$ cat src/rtl/serial_logic_unit.sv
// Bit-serial bitwise logic unit: accepts one operand pair, produces the
// result one bit per clock (LSB first), then presents it with a
// valid/ready handshake.
//
// state | meaning
// ------+---------------------------------------------------------------
// IDLE  | waiting for a request; in_ready = 1
// RUN   | shifting out one result bit per clock from the captured operands
// DONE  | result presented; out_valid = 1 until out_ready is seen

module serial_logic_unit #(
    parameter int WIDTH = 8
) (
    input  logic             clk,
    input  logic             rst_n,
    input  logic             in_valid,
    output logic             in_ready,
    input  logic [WIDTH-1:0] a,
    input  logic [WIDTH-1:0] b,
    input  logic [1:0]       op,
    output logic             out_valid,
    input  logic             out_ready,
    output logic [WIDTH-1:0] result,
    output logic             zero
);

    // One extra counter bit so the count can reach WIDTH without wrapping.
    localparam int CNT_W = $clog2(WIDTH) + 1;

    typedef enum logic [1:0] {
        IDLE = 2'b00,
        RUN  = 2'b01,
        DONE = 2'b10
    } state_t;

    state_t           state_q, state_d;
    logic [CNT_W-1:0] cnt_q, cnt_d;
    logic [WIDTH-1:0] a_q, a_d;
    logic [WIDTH-1:0] b_q, b_d;
    logic [1:0]       op_q, op_d;
    logic [WIDTH-1:0] sh_q, sh_d;
    logic [WIDTH-1:0] res_q, res_d;
    logic             zero_q, zero_d;

    logic             bit_c;
    logic [WIDTH-1:0] sh_next;

    // Current result bit: operands are shifted right each RUN cycle, so
    // bit 0 of the captured operands is always the bit being processed.
    always_comb begin
        bit_c = 1'b0;
        case (op_q)
            2'b00:   bit_c = a_q[0] & b_q[0];
            2'b01:   bit_c = a_q[0] | b_q[0];
            2'b10:   bit_c = a_q[0] ^ b_q[0];
            default: bit_c = ~(a_q[0] & b_q[0]);
        endcase
        sh_next = {bit_c, sh_q[WIDTH-1:1]};
    end

    // Next-state and datapath updates.
    always_comb begin
        state_d = state_q;
        cnt_d   = cnt_q;
        a_d     = a_q;
        b_d     = b_q;
        op_d    = op_q;
        sh_d    = sh_q;
        res_d   = res_q;
        zero_d  = zero_q;
        case (state_q)
            IDLE: begin
                if (in_valid) begin
                    a_d     = a;
                    b_d     = b;
                    op_d    = op;
                    cnt_d   = '0;
                    state_d = RUN;
                end
            end
            RUN: begin
                a_d   = a_q >> 1;
                b_d   = b_q >> 1;
                sh_d  = sh_next;
                cnt_d = cnt_q + CNT_W'(1);
                if (cnt_q == CNT_W'(WIDTH - 1)) begin
                    // Result is only published here so it keeps the last
                    // completed value while a new operation runs.
                    res_d   = sh_next;
                    zero_d  = (sh_next == '0);
                    state_d = DONE;
                end
            end
            DONE: begin
                if (out_ready) begin
                    state_d = IDLE;
                end
            end
            default: state_d = IDLE;
        endcase
    end

    // State and datapath registers.
    always_ff @(posedge clk or negedge rst_n) begin
        if (!rst_n) begin
            state_q <= IDLE;
            cnt_q   <= '0;
            a_q     <= '0;
            b_q     <= '0;
            op_q    <= '0;
            sh_q    <= '0;
            res_q   <= '0;
            zero_q  <= 1'b0;
        end else begin
            state_q <= state_d;
            cnt_q   <= cnt_d;
            a_q     <= a_d;
            b_q     <= b_d;
            op_q    <= op_d;
            sh_q    <= sh_d;
            res_q   <= res_d;
            zero_q  <= zero_d;
        end
    end

    assign in_ready  = (state_q == IDLE);
    assign out_valid = (state_q == DONE);
    assign result    = res_q;
    // zero is only meaningful alongside a presented result.
    assign zero      = zero_q & out_valid;

endmodule
$ cat config.mk
export PLATFORM = sky130hd
export DESIGN_NAME = serial_logic_unit
export DESIGN_NICKNAME = d
export VERILOG_FILES = /design/src/rtl/serial_logic_unit.sv
export SDC_FILE = /design/constraint.sdc
export NUM_CORES = 1
export LEC_CHECK = 0
export CAP_MARGIN = 20
export CORE_ASPECT_RATIO = 0.5
export CORE_MARGIN = 3
export CORE_UTILIZATION = 35
export DETAILED_ROUTE_END_ITERATION = 8
export PLACE_DENSITY = 0.65
export SLEW_MARGIN = 20
export SYNTH_ARGS = -nofsm -noshare
export SYNTH_HDL_FRONTEND = slang
export SYNTH_SLANG_ARGS = --single-unit
$ cat constraint.sdc
create_clock -name clk -period 3 [get_ports clk]
set_input_delay 0.3 -clock clk [delete_from_list [all_inputs] [get_ports clk]]
set_output_delay 0.3 -clock clk [all_outputs]
set_load 0.1 [all_outputs]
==> reports/qor.yml, run 1 <==
yosys:
  ys_seq_area_share_pct: 55.6
  synth.largest_area_cell: "dfrtp_1"
  yosysWarnings: 0
  syn_area_per_cell_sq_um: 10.6
  synthCells: 170
  synth_nets: 195
  synth_top_area_share_pct: 55.6
  synthTopCellsByCount: "nand2_1, dfrtp_1, o21ai_1, mux2i_1, o21ai_0"
  ys_seq_elements: 40
  synth_area_leaders: "dfrtp_1, nand2_1, mux2i_1"
  synthArstFlopShare_pct: 100
  netlist_area_sq_um: 1800
  ys.flop_type: "dfrtp_1"
  synthMostInstantiatedCell: "nand2_1"
  yosysUniqueCellTypes: 29
  synth_edf_count: 0
clocking:
  cts_setup_buffers: 0
  clk_latency_ns: 0.28
  ctsResizeCount: 0
  numCtsBuffers: 5
  clk_pin_slew_ns: 0.07
  clkSinkCount: 40
  cts.htree.levels: 2
  cts.path.max_buffers: 2
  cts_tree: "built"
  cts_hold_buffers: 0
  clockRootBuffer: "clkbuf_8"
power:
  power_density_nw_per_um2: 1110
  irDropWorstVdd_mv: 0.465
  leakagePower_nw: 0.989
  power_mw: 2.45
finish:
  drive_gt1_share_pct: 13.8
  fill_cells: 462
  area_growth_pct: 22.7
  fin_nets: 228
  diodes: 0
  utilization_pct: 47.2
sta:
  max_slew_margin_pct: 41.9
  finalClockSkew_ns: 0.00382
  setup_viol: 0
  tightestPinTransition_ns: 0.872
  fin_crit_ns: 1.82
  tns_ns: 0
  finalCritPeriodShare_pct: 60.7
  max_freq_mhz: 549
  slew_viol_final: 0
  rsz0062_at_grt: "no"
  finalHoldViolCount: 0
route:
  first_pass_iters: 4
  viasPerCell: 4.71
  post_drt_wl_per_cell_microns: 12.3
  vias: 1268
  postRouteAntennaNets: 0
  drt_iter0_markers: 93
  finalWirelength_microns: 3310
  drc: 0
die:
  placeableCoreArea_sq_um: 4680
  die_w_microns: 107
  placementRows: 17
  start_util_pct: 38.5
  ioPinCount: 33
  die_area_sq_um: 6090
  die_y_microns: 56.7
placed_design:
  port_buffers: 32
  place.gp.congestion: 0.730
  dp_hpwl_microns: 2280
outcome:
  status: "finished, final reports clean"
setup_path:
  worstSetupPathType: "flip-flop to flip-flop"
  cp_max_fo: 15
  arrival_ns: 1.99
  cp-end-kind: "flip-flop"
  startpoint_type: "flip-flop"
  required_ns: 3.17
grt:
  grt_pass1_wl_microns: 5820
  grt_overflow: 0
  grt_usage_pct: 11.9
  antenna_found_initial: 0
  grt_max_degree: 41
  grt_pass1_vias: 1294
worst_hold_path:
  worstHoldPathType: "input pin to asynchronous set/reset pin"
run:
  maxCapViolCount: 0
-- path summary, 6_finish.rpt --
path / start / to / slack (ns) / cells after the start
min: rst_n / a_q[2] / 0.13 / 1
max: state_q[1] / result[0] / 1.18 / 3
max reg2reg: state_q[1] / result[0] / 1.18 / 3
min in group clk: b_q[5] / b_q[4] / 0.48 / 2
max in group asynchronous: rst_n / result[2] / 2.32 / 1
min reg2reg: b_q[5] / b_q[4] / 0.48 / 2
-- report_power, final --
group / switching (mW) / leakage [nW] / internal (mW)
logic: 0.845 / 0.437 / 0.355
clock network: 0.167 / 0.0410 / 0.158
registers: 0.164 / 0.511 / 0.759
total: 1.18 / 0.989 / 1.27
-- layout make-up --
cell class,instances,area [sq um],area share (%)
multi-input combinational,118,729,33.0
clock buffer,6,72.6,3.29
inverter,4,15.0,0.680
timing repair buffer,34,303,13.7
clock inverter,1,5.00,0.227
sequential,40,1000,45.3
tap,66,82.6,3.74
-- placed cells by master (no fill, tap or decap), drive strengths merged --
cell type	synthesis	routed
nand2	42	42
dfrtp	40	40
o21ai	25	25
clkdlybuf4s50	0	20
buf	8	14
mux2i	12	12
mux2	9	9
nor2	6	6
clkbuf	0	6
inv	4	4
nor2b	4	4
a21oi	3	3
ha	3	3
nand2b	2	2
nor3	2	2
and2	1	1
nor3b	1	1
a21o	1	1
nand4	1	1
a31oi	1	1
o22ai	1	1
a21boi	1	1
a2bb2oi	1	1
nor4	1	1
a41o	1	1
clkinv	0	1
-- cell families (layout without fill, tap and decap cells) --
family,Yosys count,in the layout,synth area share (%)
buffers and inverters,12,45,4.17
AOI/OAI and AO/OA,34,34,10.4
muxes,21,21,12.3
adders and majority gates,3,3,2.09
DFF,40,40,55.6
and+or+nand+nor,60,60,15.5
-- per-layer routing --
metal | track usage (%) | wire (microns) | part of all wire, %
met3 | 2.99 | 112 | 3.4
met2 | 20.0 | 1600 | 49
met4 | 3.78 | 21 | 0.64
met5 | 0 | 0 | 0
met1 | 15.3 | 1570 | 47
-- state kept, by name, indices dropped and copies added (netlist names) --
register,flops
a_q,8
b_q,8
result,8
sh_q,7
cnt_q,4
op_q,2
state_q,2
zero_q,1
-- critical path, stage by stage, from the launching register on --
cell      delay (ns)
dfrtp_1         0.44
nand2b_2        0.35
nor3_4          0.53
mux2_2          0.39
-- stage by stage --
stage	area [sq um]	hold slack, ns	instances	setup WS [ns]
floorplan	1800	0.00441	170	0.526
global placement	2130	0.463	262	1.20
detailed placement	2130	0.467	262	1.16
CTS	2210	0.167	269	1.16
global route	2210	0.207	269	1.04
finish	2210	0.133	269	1.18
No activity file was read; power rests on OpenSTA's default activity.
==> run 2: changes to the inputs <==
--- a/config.mk
+++ b/config.mk
@@ -10,7 +10,7 @@
 export CORE_MARGIN = 3
 export CORE_UTILIZATION = 35
 export DETAILED_ROUTE_END_ITERATION = 8
-export PLACE_DENSITY = 0.65
+export PLACE_DENSITY = 0.67
 export SLEW_MARGIN = 20
 export SYNTH_ARGS = -nofsm -noshare
 export SYNTH_HDL_FRONTEND = slang
==> constraint.sdc (replaced) <==
create_clock -name clk -period 1.55 [get_ports clk]
set_input_delay 0.155 -clock clk [delete_from_list [all_inputs] [get_ports clk]]
set_output_delay 0.155 -clock clk [all_outputs]
set_load 0.1 [all_outputs]
==> run 2 against run 1 <==
  * Hold slack better by 0.31 ns
  * Cell area up 13%
  * Register-to-register slack got worse by 1.1 ns
  * Global-route usage is 0.24 points higher
  * Wire length increased by 4.1%
  * Non-clock buffer count grew 14
  * Combinational power increased by 140%
  * Utilization up 6.1 points
  * Worst setup slack got worse by 1.1 ns
  * Clock skew rose by 0.0019 ns
  * Critical path depth is 1 higher
  * Cell count is 5.2% higher
==> reports/qor.yml, run 2 (synthesis results as in run 1) <==
finish:
  multi_input_area_sq_um: 741
  utilization_pct: 53.3
  area_growth_pct: 38.6
  drive_gt1_share_pct: 20.7
  final_common_cell: "nand2_1"
  fin_nets: 242
  layout.cells.most_common_list: "nand2_1, dfrtp_1, clkdlybuf4s50_1"
  diodes: 0
  regArea_sq_um: 1000
  fill_cells: 412
power:
  p_comb_share_pct: 54.3
  power.internal_mw: 2.96
  seq_power_share_pct: 34.1
  switching_share_pct: 44.8
  irDropWorstVdd_mv: 1.18
  clkPwrFrac_pct: 11.6
  leakagePower_nw: 1.11
  p_sw_mw: 2.40
  power_density_nw_per_um2: 2150
grt:
  grt_overflow: 0
  antenna_found_initial: 0
  grt_max_degree: 31
  grt_pass1_vias: 1323
  grt_usage_pct: 12.2
  grt_pass1_wl_microns: 5930
route:
  finalWirelength_microns: 3440
  postRouteAntennaNets: 0
  top_layer_used: "met4"
  wl_met1_microns: 1620
  post_drt_wl_per_cell_microns: 12.2
  dr_wl_met3_microns: 123
  drt_iter0_markers: 57
  first_pass_iters: 4
  viasPerCell: 4.71
  drc: 0
  wl_met2_microns: 1670
  vias: 1334
setup_path:
  cp_max_fo: 4
  path_delay_family: "flip-flops"
  r2r-start: "state_q[1]"
  max_stage_delay_ns: 0.44
  crit_start: "state_q[0]"
  endpoint: "zero"
  path_depth: 4
  rr_endpoint: "op_q[1]"
  slowest_stage: "dfrtp_2"
  worstSetupPathType: "flip-flop to output port"
  r2r_setup_slack_ns: 0.09
  crit_path_cell_trace: "buf_4 -> nor2b_4 -> and2_2 -> buf_12"
  path_buf_inv: 2
  cp-end-kind: "output port"
  arrival_ns: 1.33
  startpoint_type: "flip-flop"
  required_ns: 1.39
  reg2reg_depth: 4
run:
  maxCapViolCount: 0
clocking:
  cts.htree.levels: 2
  numCtsBuffers: 5
  clkSinkCount: 40
  cts_tree: "built"
  clk_pin_slew_ns: 0.07
  clockRootBuffer: "clkbuf_8"
  clk_latency_ns: 0.28
  cts.path.max_buffers: 2
die:
  placeableCoreArea_sq_um: 4680
  die_area_sq_um: 6090
  die_y_microns: 56.7
  die_w_microns: 107
  ioPinCount: 33
  placementRows: 17
  start_util_pct: 38.5
sta:
  finalCritPeriodShare_pct: 95.7
  fin_crit_ns: 1.48
  setup_viol: 0
  slew_viol_final: 0
  layout_setup_ws_ns: 0.0672
  finalClockSkew_ns: 0.00571
  tns_ns: 0
  finalHoldViolCount: 0
  max_slew_margin_pct: 56.5
  max_freq_mhz: 674
  tightestPinTransition_ns: 0.652
placed_design:
  place.gp.congestion: 0.720
  dp_hpwl_microns: 2490
  post-place-ws_ns: 0.0240
  port_buffers: 32
worst_hold_path:
  worstHoldPathType: "input pin to asynchronous set/reset pin"
outcome:
  status: "finished, final reports clean"
run 2: what timing repair did:
item,4_1_cts,5_1_grt
setup endpoints to repair,1,10
hold endpoints to repair,28,0
pin swaps,0,0
hold buffers,1,0
setup buffers,0,3
resized for setup,1,2
run 2: area by class of cell:
type	instances	share of cell area, %
sequential	40	40.2
clock inverter	1	0.201
timing repair buffer	48	23.1
clock buffer	6	2.91
multi-input combinational	118	29.7
inverter	4	0.602
tap	66	3.31
run 2: worst min path at each step:
stage / end / slack, ns / startpoint / cells after the start
floorplan: a_q[0] / -0.14 / rst_n / 0
global placement: result[0] / 0.22 / rst_n / 1
detailed placement: result[0] / 0.22 / rst_n / 1
CTS: b_q[7] / 0.43 / b[7] / 3
global route: b_q[7] / 0.43 / b[7] / 3
finish: result[2] / 0.44 / rst_n / 2
run 2: through the flow:
stage / power (mW) / instances / hold WS [ns] / instance area (sq um)
3_3_place_gp: 4.63 / 272 / 0.221 / 2380
2_1_floorplan: 3.66 / 170 / -0.141 / 1810
5_1_grt: 5.71 / 283 / 0.428 / 2490
3_5_place_dp: 4.72 / 272 / 0.224 / 2380
6_report: 5.36 / 283 / 0.440 / 2490
4_1_cts: 5.36 / 280 / 0.433 / 2470
run 2: worst register-to-register path: stages, from the launching register on:
cell	delay (ns)
dfrtp_1	0.40
buf_4	0.16
nor3b_4	0.25
buf_12	0.19
mux2_2	0.34
run 2: power groups by stage:
stage	registers, mW	logic (mW)	clock network [mW]
4_1_cts	1.83	2.88	0.645
3_5_place_dp	1.84	2.88	0
6_report	1.83	2.91	0.621
3_3_place_gp	1.83	2.80	0
2_1_floorplan	2.51	1.16	0
5_1_grt	1.89	3.12	0.693
run 2: metal layers:
layer	GRT usage (%)	vias up
li1	-	665
met1	15.7	647
met2	19.6	20
met3	3.90	2
met4	3.78	0
met5	0	-
==> run 3: changes to the inputs <==
--- a/config.mk
+++ b/config.mk
@@ -5,13 +5,14 @@
 export SDC_FILE = /design/constraint.sdc
 export NUM_CORES = 1
 export LEC_CHECK = 0
+export ABC_CLOCK_PERIOD_IN_PS = 1550
 export CAP_MARGIN = 20
 export CORE_ASPECT_RATIO = 0.5
 export CORE_MARGIN = 3
 export CORE_UTILIZATION = 35
 export DETAILED_ROUTE_END_ITERATION = 8
 export PLACE_DENSITY = 0.67
-export SLEW_MARGIN = 20
+export SLEW_MARGIN = 30
 export SYNTH_ARGS = -nofsm -noshare
 export SYNTH_HDL_FRONTEND = slang
 export SYNTH_SLANG_ARGS = --single-unit
==> results of run 3 <==
Same layout as run 2: the final DEF is identical, and so are final timing and power.
